[src/rtl/inst_fetch_unit_pkg.sv]
// Shared fetch-side definitions: state encoding and instruction size.
// Kept generic so the data-side requester can reuse the same encoding.
package inst_fetch_unit_pkg;

  localparam int INST_BYTES = 4;

  typedef logic [1:0] fetch_state_t;

  localparam fetch_state_t ST_FETCH = 2'd0;
  localparam fetch_state_t ST_WAIT  = 2'd1;
  localparam fetch_state_t ST_VALID = 2'd2;
  localparam fetch_state_t ST_HALT  = 2'd3;

endpackage

[src/rtl/fetch_timer.sv]
// Clearable wait counter; expire flags the cycle whose increment
// brings the count up to TIMEOUT_CYCLES.
module fetch_timer #(
  parameter  int TIMEOUT_CYCLES = 15,
  localparam int CNT_W          = $clog2(TIMEOUT_CYCLES + 1)
) (
  input  logic clk,
  input  logic reset,
  input  logic clear,
  input  logic enable,
  output logic expire
);

  localparam logic [CNT_W-1:0] LAST = CNT_W'(TIMEOUT_CYCLES - 1);

  logic [CNT_W-1:0] count;

  always_ff @(posedge clk) begin
    if (reset || clear)
      count <= '0;
    else if (enable)
      count <= count + CNT_W'(1);
  end

  assign expire = enable && (count == LAST);

endmodule

[src/rtl/inst_fetch_unit.sv]
// Single-outstanding instruction fetcher: FETCH -> WAIT -> VALID loop,
// redirect support, sticky error with HALT on timeout or misaligned target.
module inst_fetch_unit
  import inst_fetch_unit_pkg::*;
#(
  parameter logic [31:0] RESET_PC       = 32'h0000_0000,
  parameter int          TIMEOUT_CYCLES = 15
) (
  input  logic        clk,
  input  logic        reset,
  output logic [31:0] mem_address,
  input  logic [31:0] mem_read_data,
  input  logic        mem_ready,
  input  logic        redirect_valid,
  input  logic [31:0] redirect_pc,
  input  logic        inst_accept,
  output logic [31:0] inst_out,
  output logic [31:0] pc_out,
  output logic        inst_valid,
  output logic        fetch_error
);

  fetch_state_t state;
  logic [31:0]  pc;
  logic [31:0]  pc_next;
  logic         misaligned;
  logic         expire;

  assign pc_next    = pc + 32'(INST_BYTES);
  assign misaligned = redirect_pc[1:0] != 2'b00;

  fetch_timer #(.TIMEOUT_CYCLES(TIMEOUT_CYCLES)) u_timer (
    .clk    (clk),
    .reset  (reset),
    .clear  (state == ST_FETCH),
    .enable (state == ST_WAIT),
    .expire (expire)
  );

  // mem_address is only written on transitions into FETCH, so it stays
  // frozen through WAIT/VALID and holds its last value in HALT.
  always_ff @(posedge clk) begin
    if (reset) begin
      state       <= ST_FETCH;
      pc          <= RESET_PC;
      mem_address <= RESET_PC;
      inst_out    <= '0;
      pc_out      <= RESET_PC;
      inst_valid  <= 1'b0;
      fetch_error <= 1'b0;
    end else if (state != ST_HALT && redirect_valid) begin
      inst_valid <= 1'b0;
      if (misaligned) begin
        fetch_error <= 1'b1;
        state       <= ST_HALT;
      end else begin
        pc          <= redirect_pc;
        mem_address <= redirect_pc;
        state       <= ST_FETCH;
      end
    end else begin
      case (state)
        ST_FETCH: state <= ST_WAIT;
        ST_WAIT: begin
          if (mem_ready) begin
            inst_out   <= mem_read_data;
            pc_out     <= pc;
            inst_valid <= 1'b1;
            state      <= ST_VALID;
          end else if (expire) begin
            fetch_error <= 1'b1;
            state       <= ST_HALT;
          end
        end
        ST_VALID: begin
          if (inst_accept) begin
            inst_valid  <= 1'b0;
            pc          <= pc_next;
            mem_address <= pc_next;
            state       <= ST_FETCH;
          end
        end
        default: ;
      endcase
    end
  end

endmodule

[config.mk]
export PLATFORM = sky130hd
export DESIGN_NAME = inst_fetch_unit
export DESIGN_NICKNAME = d
export VERILOG_FILES = /design/src/rtl/inst_fetch_unit_pkg.sv /design/src/rtl/fetch_timer.sv /design/src/rtl/inst_fetch_unit.sv
export SDC_FILE = /design/constraint.sdc
export NUM_CORES = 1
export LEC_CHECK = 0
export CORE_UTILIZATION = 40
export DETAILED_ROUTE_END_ITERATION = 6
export MAX_ROUTING_LAYER = met4
export PLACE_DENSITY = 0.72
export SETUP_SLACK_MARGIN = 0.4
export SLEW_MARGIN = 20
export SYNTH_ARGS = -nofsm -noshare
export SYNTH_HDL_FRONTEND = slang
export SYNTH_SLANG_ARGS = --single-unit
[constraint.sdc]
create_clock -name clk -period 2.2 [get_ports clk]
set_input_delay 0.33 -clock clk [delete_from_list [all_inputs] [get_ports clk]]
set_output_delay 0.33 -clock clk [all_outputs]
set_load 0.005 [all_outputs]
Word level (Yosys, flattened, before mapping)
Cells that the tools add are included.

cells by class
  $add $sub $neg = 2
  multipliers = 0
  div/mod/pow operators = 0
  $lt $le $gt $ge = 0
  equality and inequality tests = 11
  shift-type cells = 0
  muxes and demuxes = 18
  bitwise logic cells = 1
  reductions and logical operators = 17

operators by type and width
  cell                   number
  $mux 32                4
  $add 32x3->32 const B  1
  $reduce_and 3->1       4
  $reduce_bool 2->1      6
  $mux 2                 5
  $ne 2x2->1 const B     5
  $mux 1                 7
  $pmux 2 s3             1
  $add 4x1->4 const B    1
  $eq 4x4->1 const B     1
  $ne 4x4->1 const B     1
  $reduce_and 4->1       1
  $reduce_bool 4->1      1
  $ne 3x3->1 const B     1
  $eq 2x1->1 const B     1
  $eq 2x2->1 const B     1
  $logic_and 1x1->1      2
  $logic_not 2->1        1
  $ne 2x1->1 const B     1
  $pmux 1 s2             1
  $reduce_or 2->1        1
  $logic_or 1x1->1       1
  $not 1->1              1

word-level totals
  register bits after elaboration = 104
  bits in latches = 0
  RAM bits = 0
  bits in read-only memories = 0
  input port bits = 69
  output and inout port bits = 98
  logic and storage cells = 56
  memories kept = 0

Longest topological paths before layout
Gate-level depths: netlist of the first run.

  word-level depth = 6
  gate-level depth with buffers = 7
  gate-level depth less buffers = 5

Hierarchy
Synthesis of the first run repeated with hierarchy kept, for this count alone.

unflattened totals
  cell total of the unflattened synthesis = 609
  area, all modules = 4,653.2 um2

by module, submodules not included
  module           instances  cells an instance  area each (um2)  sequential area each (um2)
  inst_fetch_unit  1          590                4,451.8          2,001.9
  fetch_timer      1          19                 201.4            80.1

Worst setup path before layout of the first run
Ideal clock, no wire load.

  path type = reg2reg
  start = reg pc[2]
  end = reg pc[26]
  data arrival time = 1.702 ns
  setup slack = 0.364 ns
  stages on the path, launching flop included = 7
  buffers on the path = 1
  clock period less this slack = 1.836 ns
  cell sequence = dfxtp_1 ha_1 clkbuf_1 nand4_1 or4_1 o31ai_1 o211ai_1

between the ends
  longest elaborated chain between the ends = 4

RTL lines
  what                    line                   text
  from (decl)             inst_fetch_unit.sv:24  logic [31:0] pc;
  from (signal assigned)  inst_fetch_unit.sv:57  pc <= redirect_pc;
  from (signal assigned)  inst_fetch_unit.sv:78  pc <= pc_next;
  $add 32x3->32           inst_fetch_unit.sv:29  assign pc_next = pc + 32'(INST_BYTES);
  $mux 32                 inst_fetch_unit.sv:76  if (inst_accept) begin
  $mux 32                 inst_fetch_unit.sv:62  case (state)
  $mux 32                 inst_fetch_unit.sv:51  end else if (state != ST_HALT && redirect_valid) begin

Every way passes these cells. The select of a mux whose other input is x is not followed.
A chain may end at the register's enable or synchronous reset.

Worst setup path in the final report of the first run
  start = reg pc[2]
  end = reg pc[22]

The elaborated chain is that of the path after synthesis.

==> impl_metrics.json, run 1 <==
{
  "outcome": "complete, no violations",
  "syn2layout_area_growth_pct": 52.96,
  "die_x_um": 112.7,
  "fill_cells": 1073,
  "rsz0062_at_grt": "yes",
  "clkLatencyLatePin_ns": 0.34,
  "postRouteAntennaNets": 0,
  "layout-drive-gt1-share": 0.1336,
  "yosysSeqAreaShare": 0.4245,
  "ys_warn_count": 0,
  "worstPathCellList": "ha_4, nand4_1, or4_4, or4b_4, o211ai_1",
  "core_um2": 11960,
  "sequentialPowerShare": 0.471,
  "layout_setup_ws_ns": 0.3725,
  "netlist_instances": 631,
  "syn-num-nets": 703,
  "vias_per_cell": 5.642,
  "first_pass_iters": 4,
  "p_switching_mw": 1.065,
  "final_nets": 884,
  "drt_iter0_markers": 399,
  "num_io_pins": 167,
  "hold_start": "reset",
  "yosysMostFrequentCell": "nand2_1",
  "numCtsBuffers": 9,
  "required_ns": 2.46,
  "worstMarginPinSlew_ns": 0.5408,
  "arrival_ns": 2.09,
  "r2r-start": "pc[2]",
  "clockBufferDepth": 2,
  "synth_top_area_share": 0.4245,
  "detail_route.wl_per_cell_um": 16.64,
  "maxCapViolations": 0,
  "layout_min_cycle_time_ns": 1.828,
  "worst-path-buf-inv": 0,
  "clk_pin_slew_worst_paths_ns": 0.07,
  "finalClockSkew_ns": 0.006359,
  "placed_cell_area_um2": 7014,
  "postSynthAreaPerCell_um2": 7.773,
  "critPathTopFamily": "simple AND/OR/NAND/NOR gates",
  "hold_violations": 0,
  "clkPwrFrac": 0.372,
  "async_flop_share": 0,
  "dr_total_vias": 5433,
  "drc": 0,
  "cp_slowest_cell": "or4b_4",
  "r2r_setup_slack_ns": 0.37,
  "hpwl_mm": 11.49,
  "rr_endpoint": "pc[22]",
  "slowest_delay_ns": 0.54,
  "powerDensity_nw_per_um2": 569.3,
  "cts_root_buf": "clkbuf_16",
  "ys_dominant_reg_cell": "dfxtp_1",
  "peakVddDrop_mv": 0.2686,
  "wirelength_mm": 16.03,
  "synth_common_cells": "nand2_1, dfxtp_1, a21oi_1",
  "synth.distinct_cells": 59,
  "dp_slack_ns": -0.1214,
  "whs_path_depth": 2,
  "grt_usage": 0.2595,
  "grt_overflow_total": 0,
  "rows": 40,
  "yosysTopAreaCell": "dfxtp_1",
  "combinationalPowerShare": 0.157,
  "intPower_mw": 3.206,
  "fmax_mhz": 547.2,
  "post-route-cell-area_um2": 7502,
  "drv_slew": 0,
  "cts_max_level": 3,
  "start_util": 0.4100,
  "crit_fanout": 3,
  "gp_congestion": 0.8639,
  "grt_pass1_wl_mm": 25.70,
  "fp.dieH_um": 112.7,
  "max_slew_margin": 0.6362,
  "cts.sinks": 104,
  "tritoncts": "done",
  "leakagePower_nw": 2.575,
  "synth_area_leaders": "dfxtp_1, nand2_1, a21oi_1",
  "period_share": 0.8307,
  "first_global_vias": 5133,
  "endpoint_kind": "register",
  "synth-edff-count": 0,
  "grt_max_degree": 78,
  "sw_frac_of_total": 0.2494,
  "setup_viol": 0,
  "critical_path_class": "register to register",
  "min_to": "pc_out[12]",
  "synth_area_um2": 4905,
  "portBuffers": 166,
  "ys_seq_elements": 104,
  "rr_worst_depth": 5,
  "antenna_cells": 0,
  "worstHoldPathType": "primary input to register",
  "antenna_found_initial": 0,
  "die-area_um2": 12710,
  "start_kind": "register"
}
## logic make-up (layout without fill, tap and decap cells)
family,count (synthesis),in the layout,share of synthesized area
flops,104,104,0.4245
simple gates,271,271,0.2750
fa+ha+maj,3,3,0.007654
compound gates,184,184,0.2352
mux,2,2,0.004337
buf+inv,67,252,0.05332
## what timing repair did
| item | 4_1_cts | 5_1_grt |
|---|---|---|
| endpoints found under the setup margin | 27 | 28 |
| cloned | 0 | 0 |
| resized for setup | 13 | 23 |
| hold buffers | 0 | 0 |
| pin swaps | 1 | 2 |
| buffers inserted | 1 | 7 |
## power by group through the flow
stage | registers, mW | logic [mW] | clock network (mW)
after detailed placement | 2.05 | 0.646 | 0
final | 2.01 | 0.671 | 1.59
after floorplan | 2.05 | 0.260 | 0
after global placement | 2.05 | 0.632 | 0
after global routing | 2.02 | 0.724 | 1.70
after CTS | 2.01 | 0.651 | 1.62
## stage by stage
| stage | util | instances | hold slack (ns) | TNS (ns) | total power [mW] |
|---|---|---|---|---|---|
| global placement | 0.5864 | 940 | 0.4409 | 0 | 2.682 |
| detailed placement | 0.5864 | 940 | 0.4453 | -0.8781 | 2.699 |
| CTS | 0.6146 | 956 | 0.4053 | 0 | 4.280 |
| finish | 0.6272 | 963 | 0.4256 | 0 | 4.271 |
| global route | 0.6272 | 963 | 0.4406 | 0 | 4.445 |
| floorplan | - | 631 | 0.4527 | 0 | 2.305 |
## state kept, by name (all words and copies together) (netlist names)
register,count
fetch_error,1
u_timer.count,4
state,2
inst_valid,1
pc_out,32
inst_out,32
pc,32
## metal layers
layer / vias to the layer above / track usage / routed length, um
met3: 28 / 0.03160 / 846
met4: 0 / 0.1040 / 329
met1: 2574 / 0.3322 / 7081
met2: 185 / 0.4177 / 7770
met5: - / - / 0
li1: 2646 / - / -
## placed cells by master (no fill, tap or decap), types with 7 or more instances in the layout
cell / synthesis / final
o211ai_1: 16 / 16
nor4_1: 11 / 10
nand2_1: 146 / 145
a31oi_1: 12 / 12
inv_1: 14 / 14
nand4_1: 17 / 17
o31a_1: 7 / 7
clkbuf_16: 0 / 9
clkdlybuf4s50_1: 0 / 163
o21ai_0: 13 / 13
buf_4: 0 / 50
dfxtp_1: 104 / 93
a21oi_1: 91 / 91
nor3_1: 10 / 10
nand3_1: 15 / 14
nor2_1: 19 / 19
and2_1: 9 / 9
## cell type report
cell class                 count  area [um2]  area share
clock inverter                 3       42.54    0.005670
sequential                   104        2111      0.2814
inverter                      14       52.55    0.007005
timing repair buffer         223        2171      0.2894
tap                          147       183.9     0.02452
multi-input combinational    460        2695      0.3592
clock buffer                  12       246.5     0.03286
## worst max path at each step
| stage | startpoint | end | slack (ns) | depth (start not counted) |
|---|---|---|---|---|
| finish | pc[2] | pc[22] | 0.37 | 5 |
| global route | pc[2] | pc[22] | 0.30 | 5 |
| CTS | pc[2] | pc[22] | 0.28 | 5 |
| detailed placement | redirect_valid | pc[16] | -0.12 | 6 |
| global placement | redirect_valid | pc[16] | 0.0003 | 6 |
| floorplan | pc[8] | pc[22] | 0.40 | 4 |
(Power assumes the default switching activity.)
==> inputs of run 2 (changes only) <==
==> constraint.sdc (replaced) <==
create_clock -name clk -period 1.9 [get_ports clk]
set_input_delay 0.285 -clock clk [delete_from_list [all_inputs] [get_ports clk]]
set_output_delay 0.285 -clock clk [all_outputs]
set_load 0.005 [all_outputs]
==> run 2 against run 1 <==
Total power up 21%. Critical path depth increased by 2. First-iteration DRC count rose by 47%.
==> impl_metrics.json, run 2 (same netlist as run 1, synthesis figures left out) <==
{
  "arrival_ns": 2.16,
  "finalNonFillerCells": 1028,
  "leakagePower_nw": 3.903,
  "antenna_cells": 0,
  "num_io_pins": 167,
  "finalClockSkew_ns": 0.006891,
  "die-area_um2": 12710,
  "r2r-start": "pc[3]",
  "drc": 0,
  "antenna_found_initial": 0,
  "core_um2": 11960,
  "hold_violations": 0,
  "portBuffers": 166,
  "layout_commonest_cell": "nand2_1",
  "die_x_um": 112.7,
  "tritoncts": "done",
  "maxCapViolations": 0,
  "cts.sinks": 104,
  "layout_min_cycle_time_ns": 1.868,
  "hpwl_mm": 11.73,
  "crit_fanout": 5,
  "dp.cells": 948,
  "fp.dieH_um": 112.7,
  "worstHoldPathType": "primary input to register",
  "hold_ws_ns": 0.2898,
  "dp_slack_ns": -0.2483,
  "sw_frac_of_total": 0.2676,
  "start_util": 0.4100,
  "drt_iter0_markers": 588,
  "worstSetupStartpoint": "pc[3]",
  "period_share": 0.9832,
  "vias_per_cell": 5.992,
  "clockBufferDepth": 2,
  "fmax_mhz": 535.3,
  "cp_slowest_cell": "or4_4",
  "clkPwrFrac": 0.358,
  "cts_root_buf": "clkbuf_16",
  "setup_viol": 0,
  "slowest_delay_ns": 0.57,
  "grt_overflow_total": 0,
  "rsz0062_at_grt": "yes",
  "top_regs": "inst_out x32, pc x32, pc_out x32",
  "p_switching_mw": 1.381,
  "power_mw": 5.162,
  "hold_start": "reset",
  "dr_total_vias": 6160,
  "start_kind": "register",
  "postRouteAntennaNets": 0,
  "clkLatencyLatePin_ns": 0.35,
  "first_pass_iters": 5,
  "combinationalPowerShare": 0.192,
  "rows": 40,
  "cts_max_level": 3,
  "fin_util": 0.7214,
  "cpMostUsedCell": "buf_6",
  "clk_pin_slew_worst_paths_ns": 0.07,
  "first_global_vias": 5607,
  "endpoint_kind": "register",
  "gp_congestion": 0.8904,
  "powerDensity_nw_per_um2": 598.2,
  "grt_usage": 0.2971,
  "drv_slew": 0,
  "critical_path_class": "register to register",
  "numCtsBuffers": 9,
  "sequentialPowerShare": 0.450,
  "grt_max_degree": 44,
  "grt_pass1_wl_mm": 28.75,
  "final_nets": 948,
  "detail_route.wl_per_cell_um": 19.50,
  "worstPathCellList": "buf_4, buf_6, nand2_2, or4_4, buf_6, nor3_1, a211o_1",
  "wirelength_mm": 20.05,
  "outcome": "complete, no violations",
  "layout-drive-gt1-share": 0.2815,
  "final_cell_mix": "nand2_1, clkdlybuf4s50_1, a21oi_1, buf_4, dfxtp_1",
  "layout_setup_ws_ns": 0.03191,
  "intPower_mw": 3.781,
  "syn2layout_area_growth_pct": 75.94,
  "worstMarginPinSlew_ns": 0.5595,
  "peakVddDrop_mv": 0.5074,
  "max_slew_margin": 0.6266,
  "required_ns": 2.19
}
## run 2: final cells by class
cell class	instances	area (um2)
sequential	104	2186
multi-input combinational	461	2984
clock inverter	6	58.81
fill	882	3332
timing repair buffer	286	2935
tap	147	183.9
clock buffer	10	229.0
inverter	14	52.55
## run 2: final timing paths
| check | endpoint | slack, ns | cells past startpoint |
|---|---|---|---|
| setup / recovery | pc[21] | 0.03 | 7 |
| hold / removal | pc[8] | 0.29 | 2 |
| setup reg to reg | pc[21] | 0.03 | 7 |
| hold reg to reg | pc_out[22] | 0.45 | 2 |
## run 2: worst max-delay path, delay by kind of cell (launching register included)
family / cells / cell delay, ns
buffers and inverters: 3 / 0.37
AND/OR/NAND/NOR: 3 / 0.89
AO/OA/AOI/OAI: 1 / 0.19
flip-flops: 1 / 0.36
## run 2: power by group through the flow
stage / Clock (mW) / Combinational, mW / Sequential (mW)
finish: 1.85 / 0.993 / 2.32
global route: 1.97 / 1.04 / 2.33
CTS: 1.87 / 0.874 / 2.32
detailed placement: 0 / 0.768 / 2.38
global placement: 0 / 0.752 / 2.37
floorplan: 0 / 0.322 / 2.37
## run 2: repair_timing
item,CTS,global route
buffers inserted,39,16
setup endpoints to repair,134,144
gates cloned,4,5
gates resized for setup,133,111
pin swaps,24,48
hold buffers,0,0
## run 2: metrics by stage
step	area (um2)	setup TNS, ns
after floorplan	5089	0
after global placement	7187	-1.794
after detailed placement	7187	-7.246
after CTS	8053	0
after global routing	8630	-0.003192
final	8630	0
## run 2: metal layers
metal	track usage	up-vias	routed length (um)
li1	-	2782	-
met3	0.05410	89	1706
met4	0.1556	0	856
met5	-	-	0
met1	0.3618	2890	7924
met2	0.4704	399	9560
==> inputs of run 3 (changes only) <==
--- a/config.mk
+++ b/config.mk
@@ -5,6 +5,7 @@
 export SDC_FILE = /design/constraint.sdc
 export NUM_CORES = 1
 export LEC_CHECK = 0
+export CAP_MARGIN = 20
 export CORE_UTILIZATION = 40
 export DETAILED_ROUTE_END_ITERATION = 6
 export MAX_ROUTING_LAYER = met4
==> results of run 3 <==
The final DEF is identical to that of run 2; final timing and power are the same.
